$ cat src/rtl/pulse_stretcher_if.sv
// rtl/pulse_stretcher_if.sv - event input and stretched-level output bundle for pulse_stretcher
interface pulse_stretcher_if #(
  parameter int PEND_W = 3
);
  logic              din;
  logic              dout;
  logic              busy;
  logic [PEND_W-1:0] pending;
  logic              overflow;

  // Event source side: drives din, observes the stretched output and status
  modport master (
    output din,
    input  dout,
    input  busy,
    input  pending,
    input  overflow
  );

  // Stretcher side
  modport slave (
    input  din,
    output dout,
    output busy,
    output pending,
    output overflow
  );
endinterface

$ cat src/rtl/pulse_stretcher.sv
// rtl/pulse_stretcher.sv - stretches single-cycle events into fixed-length level pulses with a pending queue
module pulse_stretcher #(
  parameter int HIGH_CYCLES = 4,
  parameter int LOW_CYCLES  = 2,
  parameter int PEND_W      = 3
) (
  input logic           clk,
  input logic           reset,
  pulse_stretcher_if.slave bus
);

  localparam int CNT_MAX = (HIGH_CYCLES > LOW_CYCLES) ? HIGH_CYCLES : LOW_CYCLES;
  localparam int CNT_W   = ($clog2(CNT_MAX) < 1) ? 1 : $clog2(CNT_MAX);

  localparam logic [CNT_W-1:0]  HIGH_LOAD = CNT_W'(HIGH_CYCLES - 1);
  localparam logic [CNT_W-1:0]  LOW_LOAD  = CNT_W'(LOW_CYCLES - 1);
  localparam logic [CNT_W-1:0]  CNT_ZERO  = '0;
  localparam logic [CNT_W-1:0]  CNT_ONE   = CNT_W'(1);
  localparam logic [PEND_W-1:0] PEND_MAX  = {PEND_W{1'b1}};
  localparam logic [PEND_W-1:0] PEND_ONE  = PEND_W'(1);

  typedef enum logic [1:0] {
    IDLE = 2'd0,
    HIGH = 2'd1,
    GAP  = 2'd2
  } state_t;

  state_t             state_q, state_d;
  logic [CNT_W-1:0]   cnt_q, cnt_d;
  logic [PEND_W-1:0]  pend_q, pend_d;
  logic               ovf_q, ovf_d;
  logic               dout_q, busy_q;
  logic               queue_in;

  // Next-state, counter and pending-queue decisions
  always_comb begin
    state_d  = state_q;
    cnt_d    = cnt_q;
    pend_d   = pend_q;
    ovf_d    = 1'b0;
    queue_in = 1'b0;

    case (state_q)
      IDLE: begin
        if (bus.din) begin
          state_d = HIGH;
          cnt_d   = HIGH_LOAD;
        end
      end

      HIGH: begin
        queue_in = bus.din;
        if (cnt_q == CNT_ZERO) begin
          state_d = GAP;
          cnt_d   = LOW_LOAD;
        end else begin
          cnt_d = cnt_q - CNT_ONE;
        end
      end

      GAP: begin
        if (cnt_q == CNT_ZERO) begin
          if (pend_q != '0) begin
            // Replay the oldest queued event; a simultaneous new event
            // takes its slot so the count is unchanged and nothing drops.
            state_d = HIGH;
            cnt_d   = HIGH_LOAD;
            if (!bus.din) begin
              pend_d = pend_q - PEND_ONE;
            end
          end else if (bus.din) begin
            state_d = HIGH;
            cnt_d   = HIGH_LOAD;
          end else begin
            state_d = IDLE;
            cnt_d   = CNT_ZERO;
          end
        end else begin
          queue_in = bus.din;
          cnt_d    = cnt_q - CNT_ONE;
        end
      end

      default: begin
        state_d = IDLE;
        cnt_d   = CNT_ZERO;
      end
    endcase

    // Events arriving mid-pulse are queued until the counter saturates
    if (queue_in) begin
      if (pend_q != PEND_MAX) begin
        pend_d = pend_q + PEND_ONE;
      end else begin
        ovf_d = 1'b1;
      end
    end
  end

  // State register with registered copies of every output
  always_ff @(posedge clk) begin
    if (reset) begin
      state_q <= IDLE;
      cnt_q   <= CNT_ZERO;
      pend_q  <= '0;
      ovf_q   <= 1'b0;
      dout_q  <= 1'b0;
      busy_q  <= 1'b0;
    end else begin
      state_q <= state_d;
      cnt_q   <= cnt_d;
      pend_q  <= pend_d;
      ovf_q   <= ovf_d;
      dout_q  <= (state_d == HIGH);
      busy_q  <= (state_d != IDLE);
    end
  end

  assign bus.dout     = dout_q;
  assign bus.busy     = busy_q;
  assign bus.pending  = pend_q;
  assign bus.overflow = ovf_q;

endmodule

$ cat src/flat_wrapper.sv
// flat-port wrapper written by rule: the top's interface ports become plain ports
module pulse_stretcher_flat 
#(
  parameter int HIGH_CYCLES = 4,
  parameter int LOW_CYCLES  = 2,
  parameter int PEND_W      = 3
)
  (clk, reset, bus_din, bus_dout, bus_busy, bus_pending, bus_overflow);
  pulse_stretcher_if #(.PEND_W(PEND_W)) bus_i ();
  input logic clk;
  input logic reset;
  input wire logic [$bits(bus_i.din)-1:0] bus_din;
  output wire logic [$bits(bus_i.dout)-1:0] bus_dout;
  output wire logic [$bits(bus_i.busy)-1:0] bus_busy;
  output wire logic [$bits(bus_i.pending)-1:0] bus_pending;
  output wire logic [$bits(bus_i.overflow)-1:0] bus_overflow;
  assign bus_i.din = bus_din;
  assign bus_dout = bus_i.dout;
  assign bus_busy = bus_i.busy;
  assign bus_pending = bus_i.pending;
  assign bus_overflow = bus_i.overflow;
  pulse_stretcher #(.HIGH_CYCLES(HIGH_CYCLES), .LOW_CYCLES(LOW_CYCLES), .PEND_W(PEND_W)) u_core (.clk(clk), .reset(reset), .bus(bus_i));
endmodule
$ cat config.mk
export PLATFORM = sky130hd
export DESIGN_NAME = pulse_stretcher_flat
export DESIGN_NICKNAME = d
export VERILOG_FILES = /design/src/rtl/pulse_stretcher_if.sv /design/src/rtl/pulse_stretcher.sv /design/src/flat_wrapper.sv
export SDC_FILE = /design/constraint.sdc
export NUM_CORES = 1
export LEC_CHECK = 0
export BUFFER_PORTS_ARGS = -buffer_cell sky130_fd_sc_hd__buf_2
export CAP_MARGIN = 20
export CORE_UTILIZATION = 45
export CTS_CLUSTER_DIAMETER = 80
export DETAILED_ROUTE_END_ITERATION = 6
export MAX_ROUTING_LAYER = met4
export PLACE_DENSITY = 0.65
export SLEW_MARGIN = 40
export SYNTH_ARGS = -nofsm -noshare
export SYNTH_HDL_FRONTEND = slang
export SYNTH_SLANG_ARGS = --single-unit
export TNS_END_PERCENT = 10
$ cat constraint.sdc
create_clock -name clk -period 2.6 [get_ports clk]
set_input_delay 0.52 -clock clk [delete_from_list [all_inputs] [get_ports clk]]
set_output_delay 0.52 -clock clk [all_outputs]
set_load 0.005 [all_outputs]
; After elaboration in Yosys (flattened, before gate mapping)
; Index checks and enable logic that the tools add are counted.
[classes]
bitwise_logic = 1
n_reduce_logical = 5
add_sub_neg = 3
n_eq_ne = 5
muxes = 21
[op_table]
columns = op, n
row1 = 2-bit two-way mux, 9
row2 = 3-bit two-way mux, 6
row3 = 2-bit one-hot mux with 3 select lines, 2
row4 = 2-bit by 1-bit == test with 1-bit output (second input constant), 2
row5 = 2-bit zero test, 2
row6 = 3-bit by 1-bit adder with 3-bit output (second input constant), 1
row7 = 1-bit two-way mux, 3
row8 = 3-bit inequality test (second input constant), 1
row9 = 3-bit nonzero test, 1
row10 = 3-bit by 1-bit subtractor with 3-bit output (second input constant), 1
row11 = 2-bit == test (second input constant), 1
row12 = 2-bit inequality test (second input constant), 1
row13 = 1-bit one-hot mux with 2 select lines, 1
row14 = 2-bit nonzero test, 1
row15 = 2-bit OR reduction, 1
row16 = 2-bit by 1-bit subtractor with 2-bit output (second input constant), 1
row17 = 1-bit inverter, 1
[word_totals]
output_inout_bits = 6
inputBits = 3
word_cells = 41
register_bits = 10

; Logic depth before layout (Yosys ltp)
; Gate-level depths: netlist (run 1).
[logic_depth]
ltp_word = 7
depth_mapped = 6
depth_no_buf = 6

; Worst setup path after synthesis (run 1)
; OpenSTA, ideal clock, no wires.
[synth_path]
path_kind = register to register
startpoint = register u_core.state_q[0]
endpoint = register u_core.pend_q[1], in the netlist u_core.bus.pending[1]
stages_incl_launch_ff = 7
setup_slack_ns = 0.892
path_buffers = 0
synth_period_minus_slack_ns = 1.708
arrival_time_ns = 1.575
t_required_ns = 2.467
setup_time_ns = 0.133
cell_sequence = dfxtp_1 > inv_1 > ha_1 > nand2_2 > or4_4 > a211oi_1 > a211oi_1
[synth_via]
elab_chain_cells = 4
word_cells_on_any_way = 6
cone_classes = eq/ne (2) / mux (4)
[synth_rtl]
columns = element, line
row1 = from (decl), pulse_stretcher.sv:28  ; state_t state_q, state_d;
row2 = from (signal assigned), pulse_stretcher.sv:110  ; state_q <= state_d;
row3 = 2-bit == test, pulse_stretcher.sv:43  ; case (state_q)
row4 = 3-bit two-way mux, pulse_stretcher.sv:43
row5 = 3-bit two-way mux, pulse_stretcher.sv:92  ; if (pend_q != PEND_MAX) begin
row6 = 3-bit two-way mux (*), pulse_stretcher.sv:91  ; if (queue_in) begin
row7 = to (signal assigned), pulse_stretcher.sv:112  ; pend_q <= pend_d;
row8 = to (decl), pulse_stretcher.sv:30  ; logic [PEND_W-1:0] pend_q, pend_d;
; Every way passes the cells marked *; elsewhere a longest branch is shown, timed or not.
; A chain may end at the register's enable or synchronous reset.

; Worst setup path in the final report (run 1)
; Same ends and word-level chain as after synthesis.

==> run_results.csv, run 1 <==
group,metric,value,unit
grt,antenna_found_initial,0,
timing,finalSetupTns,0,ns
die,die_area,1502,µm²
placement,place.gp.congestion,0.7806,
route,drt-vias-per-instance,6.043,
die,io_pins,9,
worst_setup_path,cp_slowest_stage_delay,0.52,ns
yosys,avgSynthCellArea,9.076,µm²
timing,finalClockSkew,0.006177,ns
clocking,post_cts_buffers,0,
run,cap_violations,0,
cells_and_area,syn2layout_area_growth,14.81,%
die,core_region_area,1186,µm²
worst_setup_path,ff2ff_path_depth,6,
timing,final.period_utilization,0.7406,
route,dr.pass1.iters,4,
grt,overflow,0,
run_status,status,"finished, final reports clean",
timing,finalCriticalPeriod,1.926,ns
min_path,min-delay-start,"reset",
route,drtIter0Drc,22,
cells_and_area,layout.nets,90,
min_path,hold_path.class,"primary input to flop",
min_path,holdPathStages,2,
yosys,ys_seq_elements,10,
worst_setup_path,criticalPathCategory,"flop to flop",
worst_setup_path,cp_common_cell,"a211oi_1",
cells_and_area,drive_gt1_frac,0.2179,
clocking,numCtsBuffers,3,
yosys,ys_types,30,
grt,grt_pass1_vias,458,
worst_setup_path,cp.depth,6,
worst_setup_path,cp.arrival,2.09,ns
power_and_ir_drop,powerDensity,830.0,nW/µm²
worst_setup_path,crit_slowest_cell,"or4_4",
route,antenna_left,0,
timing,worst_pin_slew,0.4478,ns
cells_and_area,final_area,698.2,µm²
route,drc,0,
yosys,seq_area_frac_synth,0.3292,
clocking,cts_tree,"done",
route,vias,556,
worst_setup_path,crit_fanout,6,
clocking,cts_resized,0,
yosys,syn-num-nets,78,
worst_setup_path,endpoint_kind,"flop",
grt,grt_max_degree,11,
clocking,path_clk_slew,0.08,ns
worst_setup_path,critical_path.startpoint,"u_core.state_q[0]",
worst_setup_path,crit_buf_inv,1,
clocking,cts_root_buf,"clkbuf_4",
clocking,cts_hold_buffers,0,
cells_and_area,diodes,0,
timing,setup-violations-final,0,
cells_and_area,mostFrequentLayoutCell,"dfxtp_1",
placement,port_buffers,8,
timing,finalHoldViolCount,0,
timing,grt_setup_unrepaired,"false",
die,die_y,38.76,µm
timing,relSlewSlack,0.7007,
route,routed_wl,1386,µm
timing,drv_slew,0,
timing,max_freq,519.3,MHz
yosys,syn_area,608.1,µm²
worst_setup_path,critical_path_required,2.77,ns
yosys,yosysWarnings,0,
placement,post_dp_cell_area,661.9,µm²
cells_and_area,final_cell_mix,"dfxtp_1 (10), ha_1 (8), buf_2 (8), nor3_1 (6), inv_1 (5)",
route,wl_per_cell,15.07,µm
yosys,netlist_instances,67,
die,rows,12,
worst_setup_path,r2r-start,"u_core.state_q[0]",
grt,grt_pass1_wl,2270,µm
worst_setup_path,cp_top_family,"simple AND/OR/NAND/NOR gates",
grt,track_usage,0.2411,
worst_setup_path,worstPathCellList,"inv_1 -> ha_1 -> nor2_1 -> or4_4 -> a211oi_1 -> a211oi_1",
clocking,clockBufferDepth,2,
clocking,cts_htree_levels,1,
clocking,clkSinkCount,10,
power_and_ir_drop,ir_worst_vdd,0.4278,mV
die,die_w,38.76,µm
clocking,clkLatencyLatePin,0.28,ns
worst_setup_path,start_kind,"flop",
placement,dp_hpwl,940.1,µm
power_and_ir_drop,leakage,0.2857,nW
die,initial_utilization,0.5127,
[state kept, by name, summed over array words and instances (netlist names)]
register             count
u_core.bus.overflow      1
u_core.bus.dout          1
u_core.cnt_q             2
u_core.bus.busy          1
u_core.bus.pending       3
u_core.state_q           2
[area by class of cell]
type                    instances  area, µm²
fillers                       109      488.0
multi-input cells              51      385.4
flip-flops and latches         10      200.2
repair buffers                  8      40.04
clock buffers                   4      36.28
inverters                       5      18.77
well taps                      14      17.52
[worst paths after layout]
check	to	slack, ns
setup / recovery	u_core.bus.pending[1]	0.67
hold / removal	u_core.cnt_q[1]	0.52
setup reg to reg	u_core.bus.pending[1]	0.67
hold reg to reg	u_core.cnt_q[1]	0.53
[per-stage QoR]
step / worst slack [ns] / hold WS [ns] / total power [mW] / utilization / instances
after detailed placement: 0.8053 / 0.5145 / 0.4143 / 0.5580 / 88
after global placement: 0.8364 / 0.4985 / 0.4129 / 0.5580 / 88
after floorplan: 0.8921 / 0.4778 / 0.3605 / - / 67
final: 0.6745 / 0.5232 / 0.5795 / 0.5886 / 92
after CTS: 0.6988 / 0.5224 / 0.5723 / 0.5886 / 92
after global routing: 0.4890 / 0.5549 / 0.6159 / 0.5886 / 92
[metal layers]
layer / GRT usage / up-vias / routed length (µm)
li1: - / 274 / -
met1: 0.3310 / 252 / 680
met2: 0.3250 / 25 / 580
met3: 0.05202 / 5 / 93
met4: 0.1293 / 0 / 31
met5: - / - / 0
[logic make-up (layout without fill, tap and decap cells)]
group | Yosys count | after routing | synth area share
AOI/OAI and AO/OA | 17 | 17 | 0.2017
DFF | 10 | 10 | 0.3292
adders and majority gates | 8 | 8 | 0.1646
buffers and inverters | 6 | 17 | 0.03703
and+or+nand+nor | 26 | 26 | 0.2675
[power breakdown]
group | internal (mW) | switching (mW) | leakage [nW]
combinational | 0.0942 | 0.119 | 0.183
sequential | 0.182 | 0.0298 | 0.0821
clock | 0.0853 | 0.0695 | 0.0210
total | 0.361 | 0.218 | 0.286
[synthesized netlist by cell type]
master    instances  area share
dfxtp_1          10        0.33
ha_1              8        0.16
nor3_1            6       0.049
inv_1             5       0.031
a211oi_1          3       0.037
nand2_1           3       0.019
nor2_1            3       0.019
o21a_1            3       0.037
o21ai_0           3       0.025
a21oi_1           2       0.016
nor4_1            2       0.021
a221oi_1          1       0.014
a311o_1           1       0.016
a311oi_1          1       0.014
and2b_2           1       0.014
clkbuf_1          1      0.0062
nand2_2           1       0.010
nand2b_1          1       0.010
nand3_1           1      0.0082
nand4b_1          1       0.014
nor2b_1           1       0.010
nor4b_1           1       0.014
nor4b_2           1       0.025
o211ai_1          1       0.012
o311a_1           1       0.016
o31ai_1           1       0.012
or2_1             1       0.010
or3_1             1       0.010
or3b_2            1       0.014
or4_4             1       0.019
Note: power is estimated with default switching activity, not from simulation.
==> run 2, diff against run 1 <==
--- a/config.mk
+++ b/config.mk
@@ -11,7 +11,7 @@
 export CTS_CLUSTER_DIAMETER = 80
 export DETAILED_ROUTE_END_ITERATION = 6
 export MAX_ROUTING_LAYER = met4
-export PLACE_DENSITY = 0.65
+export PLACE_DENSITY = 0.68
 export SLEW_MARGIN = 40
 export SYNTH_ARGS = -nofsm -noshare
 export SYNTH_HDL_FRONTEND = slang
==> constraint.sdc (replaced) <==
create_clock -name clk -period 1.6 [get_ports clk]
set_input_delay 0.32 -clock clk [delete_from_list [all_inputs] [get_ports clk]]
set_output_delay 0.32 -clock clk [all_outputs]
set_load 0.005 [all_outputs]
==> run 2 against run 1 <==
- the flow now finishes with violations (setup timing)
- critical path depth did not move
- die area unchanged
- cell area rose by 18%
- first-iteration DRC count decreased by 50%
- sequential power rose by 59%
- wire length down 0.14%
- utilization is 10 points higher
- total power is 79% higher
- maximum frequency rose by 18%
- cell count increased by 12%
- largest cell class unchanged
- largest power group unchanged
==> run_results.csv, run 2 (same netlist as run 1, synthesis figures left out) <==
group,metric,value,unit
power_and_ir_drop,combinationalPowerShare,0.440,
power_and_ir_drop,leakage,0.3382,nW
route,wl_per_cell,13.44,µm
clocking,cts_root_buf,"clkbuf_4",
timing,finalHoldViolCount,0,
worst_setup_path,crit_fanout,4,
cells_and_area,drive_gt1_frac,0.4494,
timing,final.period_utilization,1.023,
grt,antenna_found_initial,0,
cells_and_area,finalNonFillerCells,103,
die,core_region_area,1186,µm²
cells_and_area,diodes,0,
power_and_ir_drop,ir_worst_vdd,0.6615,mV
route,drt-vias-per-instance,5.883,
route,drtIter0Drc,11,
power_and_ir_drop,powerDensity,1267,nW/µm²
route,vias,606,
run_status,status,"complete, but fails checks",
timing,drv_slew,0,
timing,grt_setup_unrepaired,"true",
clocking,cts_tree,"done",
clocking,numCtsBuffers,3,
cells_and_area,fill_cells,95,
cells_and_area,layout.nets,101,
placement,dp_hpwl,1021,µm
timing,relSlewSlack,0.6921,
clocking,path_clk_slew,0.08,ns
grt,grtUsageMet2,0.3458,
die,die_area,1502,µm²
min_path,hold_path.class,"primary input to flop",
grt,track_usage,0.2337,
cells_and_area,largest_reg_flops,3,
route,antenna_left,0,
grt,grt_max_degree,11,
worst_setup_path,endpoint_kind,"flop",
die,initial_utilization,0.5127,
route,routed_wl,1384,µm
placement,place.gp.congestion,0.8164,
timing,setup-violations-final,1,
grt,grt_pass1_wl,2290,µm
clocking,clkSinkCount,10,
die,die_w,38.76,µm
grt,top_usage_layer,"met2",
cells_and_area,mostFrequentLayoutCell,"buf_4",
grt,grt_pass1_vias,567,
route,dr.pass1.iters,4,
clocking,cts_htree_levels,1,
worst_setup_path,criticalPathCategory,"flop to flop",
clocking,cts_hold_buffers,0,
grt,grt_use_met3,0.05202,
run_status,violations,"setup timing",
route,drc,0,
placement,port_buffers,8,
worst_setup_path,start_kind,"flop",
worst_setup_path,critical_path_required,1.79,ns
power_and_ir_drop,p_clk_frac,0.236,
power_and_ir_drop,p_sw_frac,0.3519,
cells_and_area,final_cell_mix,"buf_4 (11), buf_2 (8), dfxtp_1 (7), nor3_1 (6), ha_1 (4)",
timing,worst_pin_slew,0.4583,ns
power_and_ir_drop,power.net_switching,365.9,µW
die,rows,12,
grt,grt_use_met1,0.2887,
worst_setup_path,cp.arrival,1.83,ns
timing,finalCriticalPeriod,1.637,ns
die,die_y,38.76,µm
timing,finalClockSkew,0.0005271,ns
grt,overflow,0,
timing,max_freq,610.9,MHz
timing,whs,0.3418,ns
clocking,clockBufferDepth,2,
clocking,clkLatencyLatePin,0.27,ns
placement,post-place-cells,99,
power_and_ir_drop,seq_power_share,0.325,
die,io_pins,9,
timing,fin_ws,-0.03691,ns
run,cap_violations,0,
power_and_ir_drop,p_int,673.8,µW
cells_and_area,syn2layout_area_growth,34.98,%
-- run 2: cell types whose count changed in the layout (fill, tap and decap cells not counted), moves of 2 or more --
cell	change
dfxtp_1	-3
ha_1	-4
dfxtp_2	+3
inv_2	+2
buf_4	+11
inv_1	-2
ha_2	+3
-- run 2: repair_timing --
item / 4_1_cts / 5_1_grt
gates resized for setup: 2 / 2
setup buffers: 0 / 0
pin swaps: 1 / 0
setup endpoints to repair: 2 / 6
-- run 2: cell type report --
class                   count  area (µm²)  share of cell area
repair buffers             19       122.6              0.1494
inverters                   5       18.77             0.02287
multi-input cells          51       421.7              0.5137
flip-flops and latches     10       203.9              0.2485
well taps                  14       17.52             0.02134
clock buffers               4       36.28             0.04421
-- run 2: path summary, 6_finish.rpt --
path	to	from	slack [ns]	cells past startpoint
setup / recovery	u_core.bus.pending[1]	u_core.state_q[0]	-0.04	6
hold / removal	u_core.cnt_q[1]	reset	0.34	2
setup reg to reg	u_core.bus.pending[1]	u_core.state_q[0]	-0.04	6
hold reg to reg	u_core.cnt_q[1]	u_core.cnt_q[1]	0.52	2
-- run 2: worst max-delay path, cell delays in order, from the launching register on --
cell and delay (ns):
dfxtp_2 0.35, inv_2 0.06, ha_4 0.26, nand2_2 0.04, or4_4 0.54, o21a_1 0.13, a211oi_1 0.18
-- run 2: through the flow --
stage	area, µm²	utilization	TNS [ns]	setup WS, ns	total power, mW
final	820.8	0.6920	-0.03691	-0.03691	1.040
after global routing	820.8	0.6920	-0.2658	-0.08792	1.104
after CTS	812.0	0.6846	-0.03391	-0.03391	1.035
after detailed placement	768.2	0.6477	-0.04704	-0.04704	0.7842
after global placement	768.2	0.6477	-0.007056	-0.007056	0.7739
after floorplan	631.9	-	-0.002428	-0.002428	0.6152
-- run 2: routing by layer --
| metal | routed length (µm) | share of wire |
|---|---|---|
| met1 | 682 | 0.49 |
| met2 | 617 | 0.45 |
| met3 | 69 | 0.050 |
| met4 | 14 | 0.010 |
| met5 | 0 | 0 |
-- run 2: power by group through the flow --
| stage | Clock (mW) | Sequential [mW] | Combinational [mW] |
|---|---|---|---|
| floorplan | 0 | 0.346 | 0.270 |
| global placement | 0 | 0.341 | 0.433 |
| detailed placement | 0 | 0.342 | 0.442 |
| CTS | 0.248 | 0.337 | 0.450 |
| global route | 0.260 | 0.344 | 0.500 |
| finish | 0.245 | 0.337 | 0.457 |
